==> src/rtl/mult_rr_scheduler.sv <==
// Round-robin front end for one shared multi-cycle signed multiplier: grants one requester
// at a time, launches the multiplier, waits with a watchdog and returns the tagged product.
module mult_rr_scheduler #(
  parameter int DATAWIDTH = 8,
  parameter int NUM_REQ   = 4,
  parameter int ID_W      = 2,
  parameter int TIMEOUT   = 64
) (
  input  logic                           clk,
  input  logic                           rst,
  input  logic [NUM_REQ-1:0]             req_valid,
  output logic [NUM_REQ-1:0]             req_ready,
  input  logic [NUM_REQ*DATAWIDTH-1:0]   req_a,
  input  logic [NUM_REQ*DATAWIDTH-1:0]   req_b,
  output logic                           mul_en,
  output logic [DATAWIDTH-1:0]           mul_multiplier,
  output logic [DATAWIDTH-1:0]           mul_multiplicand,
  input  logic                           mul_done,
  input  logic [2*DATAWIDTH-1:0]         mul_product,
  output logic                           rsp_valid,
  input  logic                           rsp_ready,
  output logic [ID_W-1:0]                rsp_id,
  output logic [2*DATAWIDTH-1:0]         rsp_product,
  output logic                           busy,
  output logic                           err_timeout
);

  localparam int TW = $clog2(TIMEOUT + 1);

  typedef enum logic [1:0] {
    S_IDLE,
    S_ISSUE,
    S_WAIT,
    S_RESP
  } state_t;

  state_t                 state_q, state_d;
  logic [ID_W-1:0]        last_q, last_d;
  logic [ID_W-1:0]        id_q, id_d;
  logic [DATAWIDTH-1:0]   a_q, a_d;
  logic [DATAWIDTH-1:0]   b_q, b_d;
  logic [2*DATAWIDTH-1:0] prod_q, prod_d;
  logic [TW-1:0]          timer_q, timer_d;
  logic                   err_q, err_d;

  logic                   grant_found;
  logic [ID_W-1:0]        grant_idx;
  logic [ID_W-1:0]        cand;
  int unsigned            cand_u;

  // Search starts just after the previous winner so every client gets a turn.
  always_comb begin
    grant_found = 1'b0;
    grant_idx   = '0;
    cand        = '0;
    cand_u      = 0;
    for (int unsigned k = 1; k <= NUM_REQ; k++) begin
      cand_u = (32'(last_q) + k) % NUM_REQ;
      cand   = cand_u[ID_W-1:0];
      if (!grant_found && req_valid[cand]) begin
        grant_found = 1'b1;
        grant_idx   = cand;
      end
    end
  end

  always_comb begin
    req_ready = '0;
    if (state_q == S_IDLE && grant_found) req_ready[grant_idx] = 1'b1;
  end

  always_comb begin
    state_d = state_q;
    last_d  = last_q;
    id_d    = id_q;
    a_d     = a_q;
    b_d     = b_q;
    prod_d  = prod_q;
    timer_d = timer_q;
    err_d   = 1'b0;
    case (state_q)
      S_IDLE: begin
        if (grant_found) begin
          a_d     = req_a[grant_idx*DATAWIDTH +: DATAWIDTH];
          b_d     = req_b[grant_idx*DATAWIDTH +: DATAWIDTH];
          id_d    = grant_idx;
          last_d  = grant_idx;
          state_d = S_ISSUE;
        end
      end
      S_ISSUE: begin
        timer_d = '0;
        state_d = S_WAIT;
      end
      S_WAIT: begin
        timer_d = timer_q + 1'b1;
        // Completion takes priority over a simultaneous watchdog expiry.
        if (mul_done) begin
          prod_d  = mul_product;
          state_d = S_RESP;
        end else if (timer_q == TW'(TIMEOUT - 1)) begin
          err_d   = 1'b1;
          state_d = S_IDLE;
        end
      end
      S_RESP: begin
        if (rsp_ready) state_d = S_IDLE;
      end
      default: state_d = S_IDLE;
    endcase
  end

  always_ff @(posedge clk) begin
    if (rst) begin
      state_q <= S_IDLE;
      last_q  <= ID_W'(NUM_REQ - 1);
      id_q    <= '0;
      a_q     <= '0;
      b_q     <= '0;
      prod_q  <= '0;
      timer_q <= '0;
      err_q   <= 1'b0;
    end else begin
      state_q <= state_d;
      last_q  <= last_d;
      id_q    <= id_d;
      a_q     <= a_d;
      b_q     <= b_d;
      prod_q  <= prod_d;
      timer_q <= timer_d;
      err_q   <= err_d;
    end
  end

  assign mul_en           = (state_q == S_ISSUE);
  assign mul_multiplier   = a_q;
  assign mul_multiplicand = b_q;
  assign rsp_valid        = (state_q == S_RESP);
  assign rsp_id           = id_q;
  assign rsp_product      = prod_q;
  assign busy             = (state_q != S_IDLE);
  assign err_timeout      = err_q;

endmodule

==> config.mk <==
export PLATFORM = sky130hd
export DESIGN_NAME = mult_rr_scheduler
export DESIGN_NICKNAME = d
export VERILOG_FILES = /design/src/rtl/mult_rr_scheduler.sv
export SDC_FILE = /design/constraint.sdc
export NUM_CORES = 1
export LEC_CHECK = 0
export ABC_AREA = 1
export BUFFER_PORTS_ARGS = -buffer_cell sky130_fd_sc_hd__buf_2
export CAP_MARGIN = 10
export CORE_ASPECT_RATIO = 0.5
export CORE_MARGIN = 1
export CORE_UTILIZATION = 40
export DETAILED_ROUTE_END_ITERATION = 12
export GPL_TIMING_DRIVEN = 0
export HOLD_SLACK_MARGIN = 0.03
export PLACE_DENSITY = 0.69
export SLEW_MARGIN = 15
export SYNTH_ARGS = -nofsm -noshare
export SYNTH_HDL_FRONTEND = slang
export SYNTH_SLANG_ARGS = --single-unit
==> constraint.sdc <==
create_clock -name clk -period 4.2 [get_ports clk]
set_input_delay 0.84 -clock clk [delete_from_list [all_inputs] [get_ports clk]]
set_output_delay 0.84 -clock clk [all_outputs]
set_load 0.01 [all_outputs]
==> run summary, run 1 <==
Met1 GRT Util -> 25.5%
Max-Cap Viols -> 0
GRT busiest layer -> met2
Max-slew headroom -> 65.6%
Layout area overhead -> 33.1%
CTS tree -> yes
WL final -> 7.32 mm
Maximum VDD drop -> 0.000247 V
Num CTS Buffers -> 5
Post-CTS Setup Bufs -> 0
Crit end category -> output port
Cts hold-fix bufs -> 0
CTS max path bufs -> 2
Chip height -> 60.4 µm
Reg power frac -> 22.9%
Post-route ant nets -> 0
Cell Chain, Critical Path -> buf_2 -> nand2_1 -> nand3_1 -> nand2_2 -> nand2_1 -> nor2_2 -> nand2_2 -> nand2_4 -> buf_6 -> inv_2 -> nor3_1 -> buf_2
Ys flop type -> dfxtp_1
Skew final -> 0.00287 ns
Clk sinks -> 46
Final period util -> 74.4%
Comb power frac -> 61.7%
Gpl congestion -> 0.807
PostCTS Resize Cnt -> 0
Crit Path Max Fanout -> 10
Final Hold Viols -> 0
Switching Share -> 47.0%
Final Non-Filler Cells -> 658
Seq/Total Area, Yosys -> 33.8%
Area leader, netlist -> dfxtp_1
P_sw -> 1.21 mW
Most common cell after layout, fill and taps aside -> nand2_1
Initial core utilization -> 43.2%
Share of the synthesized area in the top cell type -> 33.8%
Overall routing resource usage -> 20.6%
Final worst slack -> 1.07 ns
Antenna diode count -> 0
Largest net degree at the start of global routing -> 16
Final Max Slew Viols -> 0
Ys async rst share -> 0%
Layout cells sized above 1 -> 31.2%
Vias in the first global route -> 2659
Post-Syn Area per Cell -> 6.29 µm²
Synthesized area -> 2720 µm²
Starting DRT DRC Count -> 125
Root Buffer -> clkbuf_16
Worst path max stage delay -> 0.17 ns
Clk_lat worst skew -> 0.29 ns
Placed cell count -> 650
Post-Syn Instances -> 433
Hold/Removal Path Class -> reg -> reg
Int Pwr -> 1.36 mW
First-pass GRT wire length -> 11.8 mm
DP Worst Slack -> 1.11 ns
DRC Markers -> 0
Die W -> 119 µm
Pleak -> 2.05 nW
Slowest cell on crit path -> buf_2
Finished Cell Area -> 3630 µm²
Met2 Usage GRT -> 36.8%
Post-DP Area -> 3480 µm²
Initial antenna violation count -> 0
Most frequent cells in the layout -> nand2_1, buf_2, nand3_1, nor2_1, dfxtp_1
First-pass detailed-route iteration total -> 4
Crit Path Category -> in -> out
Yosys cell types -> 30
#FFs+latches synth -> 46
Nets@finish -> 663
Crit path launch type -> input pin
Num ports -> 130
Grt met3 use -> 5.08%
Worst slew pin tran -> 0.512 ns
Power Dens Cells -> 709 nW/µm²
Yosys warns -> 0
Clk network pwr share -> 15.4%
EDFF count, synth -> 0
Crit path time final -> 3.13 ns
Final setup vio count -> 0
WP data arrival -> 2.29 ns
Status -> complete, no violations
Full die area -> 7160 µm²
RSZ-0062 raised after global routing -> no
Worst Path Required -> 3.36 ns
Clock-pin transition on the worst setup and hold timing paths -> 0.06 ns
Ranking of synthesized cells by area -> dfxtp_1, nand2_1, nand3_1
Vias post-DR -> 3073
Hpwl dp -> 5.51 mm
Avg WL per Cell -> 11.1 µm
Core area -> 6310 µm²
Syn Nets -> 527
Row count -> 20
Highest Clock Rate -> 320 MHz
Htree depth -> 2
Setup TNS -> 0 ns
Buffers added on ports -> 129
DR vias/cell -> 4.67
Gr ovfl total -> 0
Total power -> 2.57 mW
cell type report:
cell class                 count  area (µm²)
inverter                      35         131
tap                           88         110
timing repair buffer         129         646
sequential                    46         921
clock inverter                 3        21.3
buffer                        20         146
clock buffer                   5         125
multi-input combinational    332        1530
fill                         643        2680
through the flow:
step                      hold WS (ns)  util (%)
final                            0.471      57.5
after global routing             0.491      57.5
after CTS                        0.472      57.5
after detailed placement         0.461      55.2
after global placement           0.453      55.2
after floorplan                  0.466         -
kinds of logic (layout without fill, tap and decap cells):
group                      Yosys count  count (layout)  synth area share (%)
AOI/OAI and AO/OA                   30              30                  6.34
xor gates and xnor gates             2               2                 0.643
adders and majority gates            6               6                  2.76
buffers and inverters               55             192                  10.2
DFF                                 46              46                  33.8
and+or+nand+nor                    294             294                  46.3
power by group through the flow:
stage / Sequential (mW) / Clock [mW] / Combinational, mW
final: 0.588 / 0.397 / 1.59
after floorplan: 0.627 / 0 / 1.15
after CTS: 0.589 / 0.408 / 1.60
after global routing: 0.601 / 0.428 / 1.80
after global placement: 0.597 / 0 / 1.58
after detailed placement: 0.597 / 0 / 1.59
cells in the mapped netlist (3+ instances only):
library cell	count
buf_6	7
buf_2	6
clkbuf_1	4
o21ai_0	18
nand2_1	160
a21oi_1	5
buf_4	3
nor3_1	7
nand4_1	3
nor2_1	52
ha_1	6
inv_1	30
nand3_1	52
nand2_2	10
inv_2	5
dfxtp_1	46
path summary, 6_finish.rpt:
| kind | start | endpoint | slack (ns) | cells past startpoint |
|---|---|---|---|---|
| worst max-delay path | req_valid[3] | req_ready[1] | 1.07 | 12 |
| worst min-delay path | rsp_id[1] | rsp_id[1] | 0.47 | 2 |
| worst max register to register | last_q[0] | mul_multiplier[7] | 2.34 | 14 |
| worst min register to register | rsp_id[1] | rsp_id[1] | 0.47 | 2 |
worst max-delay path, delay by kind of cell:
kind                   cells  cell delay, ns
buffers and inverters      4            0.48
and+or+nand+nor            8            0.95
per-layer routing:
layer  share of wire, %  vias to the layer above
met5                  0                        -
met4                1.2                        0
met3                5.3                       10
met2                 47                       70
met1                 46                     1359
li1                   -                     1634
sequential cells by signal (all words and copies together) (netlist names):
register          flops
mul_multiplier        8
state_q               2
rsp_id                2
rsp_product          16
err_timeout           1
timer_q               7
mul_multiplicand      8
last_q                2
(Power assumes the default switching activity.)
==> run 2: changes to the inputs <==
- PLACE_DENSITY: 0.69 -> 0.71
- clock period: 4.2 -> 2.8 ns (I/O delays scaled with it)
==> run summary, run 2 (synthesized netlist as in run 1, its figures left out) <==
Vias post-DR -> 3050
Nets@finish -> 663
Max-Cap Viols -> 0
Total power -> 3.86 mW
Critical path buffers and inverters -> 4
Crit Path Max Fanout -> 10
Layout area overhead -> 33.3%
DR vias/cell -> 4.64
CTS tree -> yes
WL final -> 7.11 mm
Starting DRT DRC Count -> 138
Clock-pin transition on the worst setup and hold timing paths -> 0.07 ns
Most used cell, CP -> nand2_2
Full die area -> 7160 µm²
Fillers -> 653
Status -> complete, no violations
Final Util -> 57.6%
Worst R2R End -> mul_multiplier[7]
WP data arrival -> 2.05 ns
Final setup vio count -> 0
Row count -> 20
Most frequent cells in the layout -> nand2_1, buf_2, nand3_1, nor2_1, dfxtp_1
Post-CTS Setup Bufs -> 0
Initial core utilization -> 43.2%
Hold/Removal Path Class -> in -> reg
Htree depth -> 2
Clk_lat worst skew -> 0.29 ns
Final Non-Filler Cells -> 658
Post-route ant nets -> 0
Cell Chain, Critical Path -> buf_6 -> nand2_1 -> nand3_1 -> nand2_2 -> nand2_1 -> nor2_2 -> nand2_2 -> nand2_4 -> buf_6 -> inv_2 -> nand2_2 -> a31oi_1 -> buf_2
Pleak -> 2.05 nW
Die W -> 119 µm
Switching Share -> 46.9%
Setup TNS -> 0 ns
Power Dens Cells -> 1060 nW/µm²
Final Max Slew Viols -> 0
Worst Setup SP -> last_q[0]
Worst path max stage delay -> 0.37 ns
Initial antenna violation count -> 0
Antenna diode count -> 0
Worst Path Required -> 2.24 ns
Comb power frac -> 61.4%
Slowest cell on crit path -> dfxtp_1
First-pass detailed-route iteration total -> 4
Gpl congestion -> 0.827
Cts hold-fix bufs -> 0
Avg WL per Cell -> 10.8 µm
Final Hold Viols -> 0
Root Buffer -> clkbuf_16
Worst slew pin tran -> 0.528 ns
Placed cell count -> 650
Maximum VDD drop -> 0.000435 V
Vias in the first global route -> 2649
Skew final -> 0.00497 ns
First-pass GRT wire length -> 11.6 mm
Core area -> 6310 µm²
RSZ-0062 raised after global routing -> no
Buffers added on ports -> 129
Chip height -> 60.4 µm
Crit. path cell count -> 13
Crit path time final -> 2.61 ns
Num ports -> 130
DRC Markers -> 0
Max-slew headroom -> 64.6%
Largest net degree at the start of global routing -> 17
Int Pwr -> 2.05 mW
Crit end category -> output port
CTS max path bufs -> 2
Clk sinks -> 46
Most common cell after layout, fill and taps aside -> nand2_1
Hpwl dp -> 5.55 mm
Num CTS Buffers -> 5
Highest Clock Rate -> 384 MHz
Gr ovfl total -> 0
Worst Hold Launch -> mul_done
PostCTS Resize Cnt -> 0
Layout cells sized above 1 -> 31.6%
Crit Path Category -> reg -> out
Max reg flops -> 16
Crit path launch type -> flip-flop
Cell family with most CP delay -> simple AND/OR/NAND/NOR gates
FF-to-FF path depth -> 13
Overall routing resource usage -> 20.3%
Reg power frac -> 22.9%
Clk network pwr share -> 15.7%
Reg-to-reg slack, setup -> 0.95 ns
P_sw -> 1.81 mW
Worst r2r src -> last_q[0]
Worst setup path end -> req_ready[2]
Final period util -> 93.1%
-- run 2: layout make-up --
class / count / area, µm² / area share (%)
Sequential cell: 46 / 922 / 25.4
Tap cell: 88 / 110 / 3.03
Inverter: 35 / 131 / 3.62
Timing Repair Buffer: 129 / 646 / 17.8
Clock inverter: 3 / 25.0 / 0.689
Multi-Input combinational cell: 332 / 1530 / 42.0
Buffer: 20 / 146 / 4.03
Clock buffer: 5 / 125 / 3.45
-- run 2: routing by layer --
layer | GRT usage, % | routed length (µm) | share of wire (%) | up-vias
li1 | - | - | - | 1643
met4 | 4.34 | 14 | 0.20 | 0
met1 | 24.5 | 3260 | 46 | 1336
met2 | 37.8 | 3470 | 49 | 69
met3 | 4.98 | 361 | 5.1 | 2
met5 | 0 | 0 | 0 | -
-- run 2: power groups by stage --
stage	clock network [mW]	registers (mW)	logic [mW]
after global placement	0	0.895	2.37
after global routing	0.648	0.906	2.71
after detailed placement	0	0.896	2.39
after floorplan	0	0.940	1.73
final	0.605	0.885	2.37
after CTS	0.621	0.883	2.40
-- run 2: per-stage QoR --
stage                     setup slack [ns]  hold WS, ns  area [µm²]
after floorplan                      0.573        0.466        2720
after global placement               0.280        0.452        3480
after detailed placement             0.270        0.469        3480
after CTS                            0.131        0.463        3630
after global routing               0.00751        0.477        3630
final                                0.193        0.472        3630
-- run 2: worst min path at each step --
stage | to | slack [ns] | cells past startpoint
6_report | err_timeout | 0.47 | 2
5_1_grt | err_timeout | 0.48 | 2
4_1_cts | state_q[1] | 0.46 | 2
3_5_place_dp | rsp_product[12] | 0.47 | 2
3_3_place_gp | rsp_id[1] | 0.45 | 2
2_1_floorplan | state_q[1] | 0.47 | 2
==> run 3: changes to the inputs <==
- BUFFER_PORTS_ARGS: -buffer_cell sky130_fd_sc_hd__buf_2 -> not set
- CORE_MARGIN: 1 -> 10
- CORE_UTILIZATION: 40 -> 56
- DONT_BUFFER_PORTS: not set -> 1
- PLACE_DENSITY: 0.71 -> 0.72
==> run summary, run 3 (synthesized netlist as in run 1, its figures left out) <==
Clock-pin transition on the worst setup and hold timing paths -> 0.09 ns
Crit Path Max Fanout -> 10
Worst slew pin tran -> 0.490 ns
Finished Cell Area -> 2960 µm²
Reg power frac -> 26.2%
Full die area -> 8220 µm²
Initial core utilization -> 59.8%
Cell family with most CP delay -> simple AND/OR/NAND/NOR gates
Fillers -> 479
Antenna diode count -> 0
RSZ-0062 raised after global routing -> no
DR vias/cell -> 5.22
Maximum VDD drop -> 0.000531 V
Slowest cell on crit path -> dfxtp_1
Htree depth -> 2
Setup TNS -> 0 ns
Status -> complete, no violations
Hpwl dp -> 6.27 mm
Clk network pwr share -> 16.1%
Worst path max stage delay -> 0.35 ns
Initial antenna violation count -> 0
Critical path buffers and inverters -> 3
Max-slew headroom -> 67.1%
P_sw -> 1.76 mW
Hold/Removal Path Class -> in -> reg
Num CTS Buffers -> 5
Final worst slack -> 0.217 ns
Crit end category -> output port
Post-DP Area -> 2810 µm²
CTS tree -> yes
Cell Chain, Critical Path -> inv_1 -> nand2_1 -> nand2_2 -> nor2_2 -> nand2_1 -> nor2_2 -> nand2_2 -> nand2_4 -> buf_6 -> inv_2 -> nor2_1
Core area -> 4550 µm²
Highest Clock Rate -> 387 MHz
CTS max path bufs -> 2
Final setup vio count -> 0
Int Pwr -> 1.94 mW
Chip height -> 69.3 µm
Comb power frac -> 57.7%
Clk sinks -> 46
Most common cell after layout, fill and taps aside -> nand2_1
Most frequent cells in the layout -> nand2_1, nand3_1, nor2_1
Max-Cap Viols -> 0
Vias in the first global route -> 2438
DP Worst Slack -> 0.337 ns
Final Hold Viols -> 0
Nets@finish -> 534
WP data arrival -> 2.02 ns
Final Util -> 65.0%
Cts hold-fix bufs -> 0
Avg WL per Cell -> 15.5 µm
Root Buffer -> clkbuf_8
Gr ovfl total -> 0
Layout area overhead -> 8.54%
Final Max Slew Viols -> 0
Clk_lat worst skew -> 0.31 ns
Crit path time final -> 2.58 ns
Final period util -> 92.3%
Post-route ant nets -> 0
Post-CTS Setup Bufs -> 0
Vias post-DR -> 2646
Layout cells sized above 1 -> 11.8%
Buffers added on ports -> 0
Overall routing resource usage -> 18.2%
Die W -> 119 µm
Power Dens Cells -> 1250 nW/µm²
First-pass GRT wire length -> 12.5 mm
Starting DRT DRC Count -> 176
Crit path launch type -> flip-flop
DRC Markers -> 0
Gpl congestion -> 0.814
Num ports -> 130
Switching Share -> 47.6%
Crit Path Category -> reg -> out
Pleak -> 1.49 nW
First-pass detailed-route iteration total -> 4
Worst Path Required -> 2.24 ns
Max reg flops -> 16
Skew final -> 0.00635 ns
Largest net degree at the start of global routing -> 16
Row count -> 17
WL final -> 7.84 mm
## run 3: changes by cell type in the layout (fill, tap and decap cells not counted)
cell | previous run | this run
inv_6 | 1 | 0
clkbuf_16 | 5 | 0
a31oi_2 | 0 | 1
a31oi_1 | 1 | 0
buf_2 | 135 | 6
inv_1 | 29 | 30
clkinvlp_4 | 1 | 0
bufinv_16 | 0 | 2
nor3_2 | 0 | 1
nor3_1 | 7 | 6
clkbuf_8 | 0 | 5
inv_2 | 6 | 5
## run 3: power by group through the flow
stage	combinational (mW)	clock [mW]	sequential, mW
floorplan	1.73	0	0.940
global placement	2.06	0	0.982
detailed placement	2.11	0	0.986
CTS	2.13	0.600	0.971
global route	2.44	0.632	0.988
finish	2.13	0.594	0.969
## run 3: metal layers
layer | vias up | track usage (%) | share of wire, %
met5 | - | 0 | 0
met4 | 0 | 3.99 | 0.75
met3 | 7 | 7.69 | 12
met2 | 102 | 31.2 | 48
met1 | 1163 | 20.7 | 39
li1 | 1374 | - | -
## run 3: worst reg2reg max path, cell delays in order (launching register included)
cell,delay [ns]
dfxtp_1,0.33
inv_1,0.17
nand2_1,0.09
nand2_2,0.11
nand2_2,0.08
a21boi_2,0.18
nand3_2,0.18
nand2_2,0.16
inv_2,0.10
buf_6,0.15
nand2_1,0.06
nand3_1,0.06
nand2_1,0.06
inv_1,0.04
## run 3: what timing repair did
item | 4_1_cts | 5_1_grt
endpoints found under the hold margin | 0 | 0
endpoints found under the setup margin | 0 | 2
gates resized for setup | 0 | 3
## run 3: area by class of cell
type                    count  area, µm²  share of cell area, %
clock inverters             3       68.8                   2.33
clock buffers               5       68.8                   2.33
multi-input cells         332       1540                   52.0
well taps                  66       82.6                   2.79
flip-flops and latches     46        922                   31.2
plain buffers              20        146                   4.95
inverters                  35        131                   4.44
## run 3: path summary, 6_finish.rpt
| check | start | to | slack [ns] | depth (start not counted) |
|---|---|---|---|---|
| worst min register to register | state_q[1] | state_q[1] | 0.51 | 2 |
| worst min-delay path | rst | rsp_id[1] | 0.31 | 1 |
| worst max-delay path | last_q[0] | req_ready[3] | 0.22 | 11 |
| worst max register to register | last_q[0] | mul_multiplicand[6] | 0.94 | 13 |
## run 3: through the flow
| stage | hold WS, ns | instances | power [mW] |
|---|---|---|---|
| 6_report | 0.306 | 507 | 3.69 |
| 2_1_floorplan | 0.466 | 433 | 2.67 |
| 3_5_place_dp | 0.494 | 499 | 3.09 |
| 3_3_place_gp | 0.485 | 499 | 3.04 |
| 4_1_cts | 0.303 | 507 | 3.70 |
| 5_1_grt | 0.298 | 507 | 4.06 |
